===== src/rtl/stream_mux_pkg.sv =====
// rtl/stream_mux_pkg.sv - shared constants, state type and helpers for the stream mux arbiter
//
// Purpose: arbitration mode encodings, the packet FSM state type and the
// channel-index width helper used by stream_mux_pick and stream_mux_arb.
// Ports: none (package).

package stream_mux_pkg;

  localparam int MODE_RR    = 0;
  localparam int MODE_FIXED = 1;

  typedef enum logic [0:0] {
    ST_IDLE   = 1'b0,
    ST_LOCKED = 1'b1
  } state_e;

  // Channel index width; a single channel still gets a 1-bit index.
  function automatic int ch_width(input int n);
    return (n > 1) ? $clog2(n) : 1;
  endfunction

endpackage


===== src/rtl/stream_mux_pick.sv =====
// rtl/stream_mux_pick.sv - combinational round-robin / fixed-priority request picker
//
// Purpose: choose one requester from a request vector.
//   Round-robin: first asserted index searching upward from ptr_i, wrapping.
//   Fixed priority: lowest asserted index (ptr_i ignored).
// Ports:
//   req_i      in  N_CH  request vector
//   ptr_i      in  CH_W  round-robin start index (must be < N_CH)
//   mode_i     in  1     0 = round-robin, 1 = fixed priority
//   gnt_idx_o  out CH_W  granted index (0 when nothing requested)
//   gnt_vld_o  out 1     at least one request asserted

module stream_mux_pick
  import stream_mux_pkg::*;
#(
  parameter int N_CH = 4,
  parameter int CH_W = ch_width(N_CH)
) (
  input  logic [N_CH-1:0] req_i,
  input  logic [CH_W-1:0] ptr_i,
  input  logic            mode_i,
  output logic [CH_W-1:0] gnt_idx_o,
  output logic            gnt_vld_o
);

  always_comb begin
    int          idx;
    logic [N_CH-1:0] shifted;
    idx       = 0;
    shifted   = '0;
    gnt_idx_o = '0;
    gnt_vld_o = 1'b0;
    for (int i = 0; i < N_CH; i++) begin
      idx = mode_i ? i : int'(ptr_i) + i;
      if (idx >= N_CH) begin
        idx = idx - N_CH;
      end
      // Shift instead of a variable bit-select so the index width never
      // has to match the vector width (N_CH need not be a power of two).
      shifted = req_i >> idx;
      if (!gnt_vld_o && shifted[0]) begin
        gnt_vld_o = 1'b1;
        gnt_idx_o = CH_W'(idx);
      end
    end
  end

endmodule


===== src/rtl/stream_mux_arb.sv =====
// rtl/stream_mux_arb.sv - N-channel packet-locking stream mux with registered output
//
// Purpose: arbitrate N_CH valid/ready input streams onto one registered
// output stream, holding each grant from first beat to last beat and tagging
// every output beat with its source channel.
// Ports:
//   clk_i        in  1            clock, rising edge
//   rst_ni       in  1            asynchronous active-low reset
//   in_valid_i   in  N_CH         per-channel beat valid
//   in_data_i    in  N_CH*DATA_W  channel k data at [k*DATA_W +: DATA_W]
//   in_last_i    in  N_CH         per-channel last beat of packet
//   in_ready_o   out N_CH         per-channel beat accept
//   out_valid_o  out 1            output beat valid
//   out_data_o   out DATA_W       output data
//   out_last_o   out 1            output last beat
//   out_ch_o     out CH_W         source channel of output beat
//   out_ready_i  in  1            consumer accepts output beat

module stream_mux_arb
  import stream_mux_pkg::*;
#(
  parameter int N_CH   = 4,
  parameter int DATA_W = 8,
  parameter int MODE   = MODE_RR,
  localparam int CH_W  = ch_width(N_CH)
) (
  input  logic                   clk_i,
  input  logic                   rst_ni,
  input  logic [N_CH-1:0]        in_valid_i,
  input  logic [N_CH*DATA_W-1:0] in_data_i,
  input  logic [N_CH-1:0]        in_last_i,
  output logic [N_CH-1:0]        in_ready_o,
  output logic                   out_valid_o,
  output logic [DATA_W-1:0]      out_data_o,
  output logic                   out_last_o,
  output logic [CH_W-1:0]        out_ch_o,
  input  logic                   out_ready_i
);

  state_e            state_q, state_d;
  logic [CH_W-1:0]   lock_ch_q, lock_ch_d;
  logic [CH_W-1:0]   ptr_q, ptr_d;
  logic              out_valid_q, out_valid_d;
  logic [DATA_W-1:0] out_data_q, out_data_d;
  logic              out_last_q, out_last_d;
  logic [CH_W-1:0]   out_ch_q, out_ch_d;

  logic [CH_W-1:0]   pick_idx;
  logic              pick_vld;
  logic [CH_W-1:0]   sel_ch;
  logic              sel_ok;
  logic              sel_valid;
  logic [DATA_W-1:0] sel_data;
  logic              sel_last;
  logic              out_free;
  logic              accept;

  stream_mux_pick #(
    .N_CH (N_CH),
    .CH_W (CH_W)
  ) u_pick (
    .req_i     (in_valid_i),
    .ptr_i     (ptr_q),
    .mode_i    (MODE == MODE_FIXED),
    .gnt_idx_o (pick_idx),
    .gnt_vld_o (pick_vld)
  );

  // Output register can take a new beat when empty or draining this cycle.
  assign out_free = !out_valid_q || out_ready_i;

  // While locked the owner keeps the grant even when its valid drops.
  assign sel_ch = (state_q == ST_LOCKED) ? lock_ch_q : pick_idx;
  assign sel_ok = (state_q == ST_LOCKED) || pick_vld;

  always_comb begin
    sel_valid = 1'b0;
    sel_data  = '0;
    sel_last  = 1'b0;
    for (int k = 0; k < N_CH; k++) begin
      if (sel_ch == CH_W'(k)) begin
        sel_valid = in_valid_i[k];
        sel_data  = in_data_i[k*DATA_W +: DATA_W];
        sel_last  = in_last_i[k];
      end
    end
  end

  // Gated by rst_ni so no channel sees ready while reset is held.
  always_comb begin
    in_ready_o = '0;
    for (int k = 0; k < N_CH; k++) begin
      in_ready_o[k] = rst_ni && out_free && sel_ok && (sel_ch == CH_W'(k));
    end
  end

  assign accept = rst_ni && out_free && sel_ok && sel_valid;

  always_comb begin
    state_d     = state_q;
    lock_ch_d   = lock_ch_q;
    ptr_d       = ptr_q;
    out_valid_d = out_valid_q;
    out_data_d  = out_data_q;
    out_last_d  = out_last_q;
    out_ch_d    = out_ch_q;
    if (accept) begin
      out_valid_d = 1'b1;
      out_data_d  = sel_data;
      out_last_d  = sel_last;
      out_ch_d    = sel_ch;
      if (sel_last) begin
        state_d = ST_IDLE;
        if (MODE == MODE_RR) begin
          ptr_d = (sel_ch == CH_W'(N_CH - 1)) ? '0 : sel_ch + 1'b1;
        end
      end else begin
        state_d   = ST_LOCKED;
        lock_ch_d = sel_ch;
      end
    end else if (out_ready_i) begin
      out_valid_d = 1'b0;
    end
  end

  always_ff @(posedge clk_i or negedge rst_ni) begin
    if (!rst_ni) begin
      state_q     <= ST_IDLE;
      lock_ch_q   <= '0;
      ptr_q       <= '0;
      out_valid_q <= 1'b0;
      out_data_q  <= '0;
      out_last_q  <= 1'b0;
      out_ch_q    <= '0;
    end else begin
      state_q     <= state_d;
      lock_ch_q   <= lock_ch_d;
      ptr_q       <= ptr_d;
      out_valid_q <= out_valid_d;
      out_data_q  <= out_data_d;
      out_last_q  <= out_last_d;
      out_ch_q    <= out_ch_d;
    end
  end

  assign out_valid_o = out_valid_q;
  assign out_data_o  = out_data_q;
  assign out_last_o  = out_last_q;
  assign out_ch_o    = out_ch_q;

endmodule


===== config.mk =====
export PLATFORM = sky130hd
export DESIGN_NAME = stream_mux_arb
export DESIGN_NICKNAME = d
export VERILOG_FILES = /design/src/rtl/stream_mux_pkg.sv /design/src/rtl/stream_mux_pick.sv /design/src/rtl/stream_mux_arb.sv
export SDC_FILE = /design/constraint.sdc
export NUM_CORES = 1
export LEC_CHECK = 0
export ABC_AREA = 0
export BUFFER_PORTS_ARGS = -buffer_cell sky130_fd_sc_hd__buf_2
export CORE_MARGIN = 1
export CORE_UTILIZATION = 43
export CTS_CLUSTER_DIAMETER = 80
export CTS_CLUSTER_SIZE = 12
export DETAILED_ROUTE_END_ITERATION = 12
export HOLD_SLACK_MARGIN = 0.06
export PLACE_DENSITY = 0.71
export SETUP_SLACK_MARGIN = 0.02
export SYNTH_ARGS = -nofsm -noshare
export SYNTH_HDL_FRONTEND = slang
export SYNTH_SLANG_ARGS = --single-unit

===== constraint.sdc =====
create_clock -name clk_i -period 8.28 [get_ports clk_i]
set_input_delay 2.07 -clock clk_i [delete_from_list [all_inputs] [get_ports clk_i]]
set_output_delay 2.07 -clock clk_i [all_outputs]
set_load 0.03 [all_outputs]

==> out/summary.log <==
qor: run_status.run_status complete, no violations
qor: power.power.density 542 mW/mm2
qor: floorplan.die_w 60.3 um
qor: power.fraction_of_power_spent_switching_nets 0.512
qor: setup_path.critPathTopFamily adder cells
qor: cells_and_area.most_common_cell_after_layout_fill_and_taps_aside sky130_fd_sc_hd__buf_2
qor: global_route.grt_antenna_before_repair 0
qor: yosys.synth_ff_type sky130_fd_sc_hd__dfrtp_1
qor: yosys.synth_top_family_by_area compound AO/OA/AOI/OAI gates
qor: sta.finalCritPeriodShare 0.795
qor: global_route.layer_with_the_highest_usage_after_global_routing met2
qor: global_route.wire_length_of_the_first_global_routing_pass 6120 um
qor: yosys.synthTopCellsByArea sky130_fd_sc_hd__dfrtp_1 (29%), sky130_fd_sc_hd__mux2_4 (7.2%), sky130_fd_sc_hd__ha_1 (6.0%)
qor: cells_and_area.layout_fillers 310
qor: setup_path.critical_path_peak_fanout 21
qor: setup_path.critical-path-slowest-cell sky130_fd_sc_hd__ha_1
qor: cells_and_area.post-route-cell-area 0.00180 mm2
qor: clock_network.cts_repair_resize_count 0
qor: setup_path.crit_chain buf_2, mux4_2, or2_1, a21o_1, a31o_1, inv_2, ha_1, and2_1, buf_2
qor: cells_and_area.commonest_non_fill_non_tap_cells_in_the_layout sky130_fd_sc_hd__buf_2 (58), sky130_fd_sc_hd__dfrtp_1 (17), sky130_fd_sc_hd__nand2_1 (15), sky130_fd_sc_hd__nor2b_1 (9), sky130_fd_sc_hd__a221oi_1 (8)
qor: global_route.met2_usage 0.380
qor: power.clock_power_share 0.045
qor: setup_path.endpoint in_ready_o[2]
qor: setup_path.crit_path_max_cell_delay 0.55 ns
qor: sta.period_needed 6.59 ns
qor: setup_path.worstPathArrival 4.52 ns
qor: floorplan.core-area 0.00315 mm2
qor: detailed_routing.vias 1,374
qor: yosys.syn-instance-count 150
qor: sta.timing_worst_slew_pin_value 0.624 ns
qor: yosys.synth_compound_area_frac 0.243
qor: placed_design.place_hpwl 2980 um
qor: run.maxCapViolations 0
qor: yosys.mappedNetlistArea 0.00146 mm2
qor: clock_network.cts_tree yes
qor: floorplan.num_rows 20
qor: floorplan.initial_utilization 0.464
qor: global_route.m3_gr_usage 0.0405
qor: sta.clock.fmax 0.152 GHz
qor: clock_network.htree_levels 1
qor: hold_path.hold_path.class reg -> reg
qor: yosys.synthesized_net_count 200
qor: clock_network.cts_hold_repair.buffers 0
qor: sta.final-hold-violation-count 0
qor: yosys.postSynthAreaPerCell 9.76 um2
qor: floorplan.io_pins 59
qor: detailed_routing.detail-route-antenna-nets 0
qor: detailed_routing.drt_wl_total 3770 um
qor: clock_network.cts_post_setup_buffers_inserted 0
qor: cells_and_area.regArea 425 um2
qor: setup_path.worstSetupEndpointType output port
qor: global_route.globalRouteTotalUtil 0.224
qor: setup_path.critical_path.startpoint in_valid_i[2]
qor: placed_design.detailed_place.area 0.00177 mm2
qor: setup_path.r2r_slack 3.96 ns
qor: yosys.synthDistinctLibCells 46
qor: sta.rsz_0062_raised_after_global_routing no
qor: yosys.yosysSeqAreaShare 0.291
qor: yosys.synth_edf_count 0
qor: clock_network.number_of_sinks_handled_by_clock_tree_synthesis 17
qor: setup_path.timing.reg2reg.worst_path_depth 13
qor: sta.timing.final.max_slew_violations 0
qor: global_route.grt_util_met1 0.292
qor: setup_path.crit-reg2reg-launch ptr_q[0]
qor: yosys.synth.mux.area_fraction 0.185
qor: yosys.synth-async-reset-ratio 1.00
qor: setup_path.critPathKind in -> out
qor: setup_path.crit_top_cell sky130_fd_sc_hd__buf_2
qor: placed_design.post_placement_setup_slack 1.72 ns
qor: sta.slew_headroom 0.584
qor: floorplan.die-height 60.3 um
qor: sta.final.setup.worst_slack 1.69 ns
qor: cells_and_area.postLayoutCoreUtil 0.571
qor: yosys.synth-seq-cells 17
qor: yosys.synth-xor-area-share 0
qor: detailed_routing.route.detailed.drc 0
qor: setup_path.required_time_of_the_critical_path 6.21 ns
qor: yosys.ys.warnings.count 0
qor: placed_design.port_buffer_count 58
qor: power.design_internal_power 477 uW
qor: power.max-vdd-ir-drop 0.349 mV
qor: cells_and_area.antenna_cells 0
qor: detailed_routing.drc_marker_count_from_the_first_detailed_route_iteration 42
qor: detailed_routing.drt-pass1-iter-count 4
qor: clock_network.cts.clk_slew.worst_paths 0.10 ns
qor: setup_path.cp_num_cells 9
qor: global_route.globalRouteOverflowTotal 0
qor: cells_and_area.multi_input_comb_area 963 um2
qor: cells_and_area.num-nets-final 256
qor: power.pwr-share-seq 0.173
qor: setup_path.r2r-end ptr_q[1]
qor: power.p_leak 0.856 nW
qor: placed_design.routabilityCongestion 0.951
qor: clock_network.root_buffer sky130_fd_sc_hd__clkbuf_4
qor: setup_path.crit_path_start_kind primary input
qor: clock_network.clock_path_buffers 2
qor: power.power_frac_comb 0.782
qor: sta.final.setup.tns 0 ns
qor: setup_path.worstPathBufferInverterCount 3
qor: sta.holdWs 0.504 ns
qor: global_route.grt_start_max_net_pins 22
qor: cells_and_area.fraction_of_layout_cells_with_a_size_suffix_above_1 0.415
qor: clock_network.clock_insertion_delay_worst_skew 0.29 ns
qor: yosys.synth-adder-area-share 0.0598
qor: yosys.yosys.area.top_type_share 0.291
qor: global_route.grt_pass1_vias 1,368
qor: detailed_routing.routedWlPerCell 15.1 um
qor: yosys.post_synth_and_or_nand_nor_area_fraction 0.171
qor: floorplan.floorplan.die_area 0.00364 mm2
qor: sta.finalClockSkew 0.00505 ns
qor: detailed_routing.avgViaCountPerCell 5.52
qor: clock_network.cts_inserted_buffers 3
qor: sta.final-setup-viol-count 0
qor: power.switching_power 499 uW
qor: yosys.synth_top_area_cell sky130_fd_sc_hd__dfrtp_1
qor: cells_and_area.area_growth_syn_to_layout 22.9%
worst min path at each step:
stage | slack, ns | from | end | cells after the start
CTS | 0.52 | out_data_o[5] | out_data_o[5] | 1
finish | 0.50 | out_last_o | out_last_o | 1
floorplan | 0.49 | lock_ch_q[0] | lock_ch_q[0] | 1
global placement | 0.47 | out_data_o[6] | out_data_o[6] | 1
detailed placement | 0.49 | out_ch_o[0] | out_ch_o[0] | 1
global route | 0.53 | out_data_o[0] | out_data_o[0] | 1
cell type report:
cell class,instances,share of cell area
clock inverters,1,0.00278
well taps,44,0.0306
multi-input cells,117,0.535
flip-flops and latches,17,0.236
inverters,8,0.0167
clock buffers,3,0.0125
repair buffers,59,0.166
worst reg2reg max path, stage by stage (launching register included):
cell                       delay, ns
sky130_fd_sc_hd__dfrtp_1        0.64
sky130_fd_sc_hd__inv_1          0.20
sky130_fd_sc_hd__ha_1           0.38
sky130_fd_sc_hd__mux4_2         0.37
sky130_fd_sc_hd__or2_1          0.29
sky130_fd_sc_hd__a21o_1         0.18
sky130_fd_sc_hd__a31o_1         0.26
sky130_fd_sc_hd__inv_2          0.09
sky130_fd_sc_hd__ha_1           0.55
sky130_fd_sc_hd__a21oi_1        0.08
sky130_fd_sc_hd__a221oi_1       0.37
sky130_fd_sc_hd__a21oi_1        0.14
sky130_fd_sc_hd__and3b_1        0.30
sky130_fd_sc_hd__mux2_1         0.34
through the flow:
stage | cells | total power [mW]
after global routing | 249 | 1.06
after detailed placement | 245 | 0.927
after CTS | 249 | 0.979
after global placement | 245 | 0.897
after floorplan | 150 | 0.780
final | 249 | 0.976
state kept, by name, indices dropped and copies added (netlist names):
register / count
lock_ch_q: 2
out_ch_o: 2
out_data_o: 8
out_last_o: 1
out_valid_o: 1
ptr_q: 2
state_q: 1
layer usage:
metal | wire [um] | vias up
li1 | - | 669
met1 | 1630 | 667
met2 | 1990 | 34
met3 | 124 | 4
met4 | 27 | 0
met5 | 0 | -
power groups by stage:
stage | Combinational [mW] | Sequential (mW) | Clock [mW]
detailed placement | 0.756 | 0.171 | 0
global route | 0.838 | 0.175 | 0.0490
floorplan | 0.572 | 0.207 | 0
global placement | 0.730 | 0.167 | 0
finish | 0.763 | 0.169 | 0.0437
CTS | 0.763 | 0.170 | 0.0459
cell families (layout without fill, tap and decap cells):
group                    after synthesis  in the layout
AO/OA/AOI/OAI                         45             45
AND/OR/NAND/NOR                       45             45
flip-flops                            17             17
multiplexers                          20             20
buffers and inverters                 16             71
adder cells (fa/ha/maj)                7              7
cell usage after synthesis (2+ instances only):
cell	n
sky130_fd_sc_hd__mux2_1	4
sky130_fd_sc_hd__clkbuf_1	6
sky130_fd_sc_hd__nand2b_1	2
sky130_fd_sc_hd__nor2_1	4
sky130_fd_sc_hd__buf_6	2
sky130_fd_sc_hd__dfrtp_1	17
sky130_fd_sc_hd__inv_1	7
sky130_fd_sc_hd__nand3b_1	2
sky130_fd_sc_hd__mux2_4	7
sky130_fd_sc_hd__and2_1	4
sky130_fd_sc_hd__a21oi_1	7
sky130_fd_sc_hd__nand2_1	15
sky130_fd_sc_hd__a31o_1	2
sky130_fd_sc_hd__a221oi_1	8
sky130_fd_sc_hd__mux2i_1	3
sky130_fd_sc_hd__nor2b_1	9
sky130_fd_sc_hd__mux2_2	4
sky130_fd_sc_hd__ha_1	7
sky130_fd_sc_hd__o21ai_0	4
sky130_fd_sc_hd__o31ai_1	7
sky130_fd_sc_hd__nand3_1	3
sky130_fd_sc_hd__mux4_2	2
(Power assumes the default switching activity.)
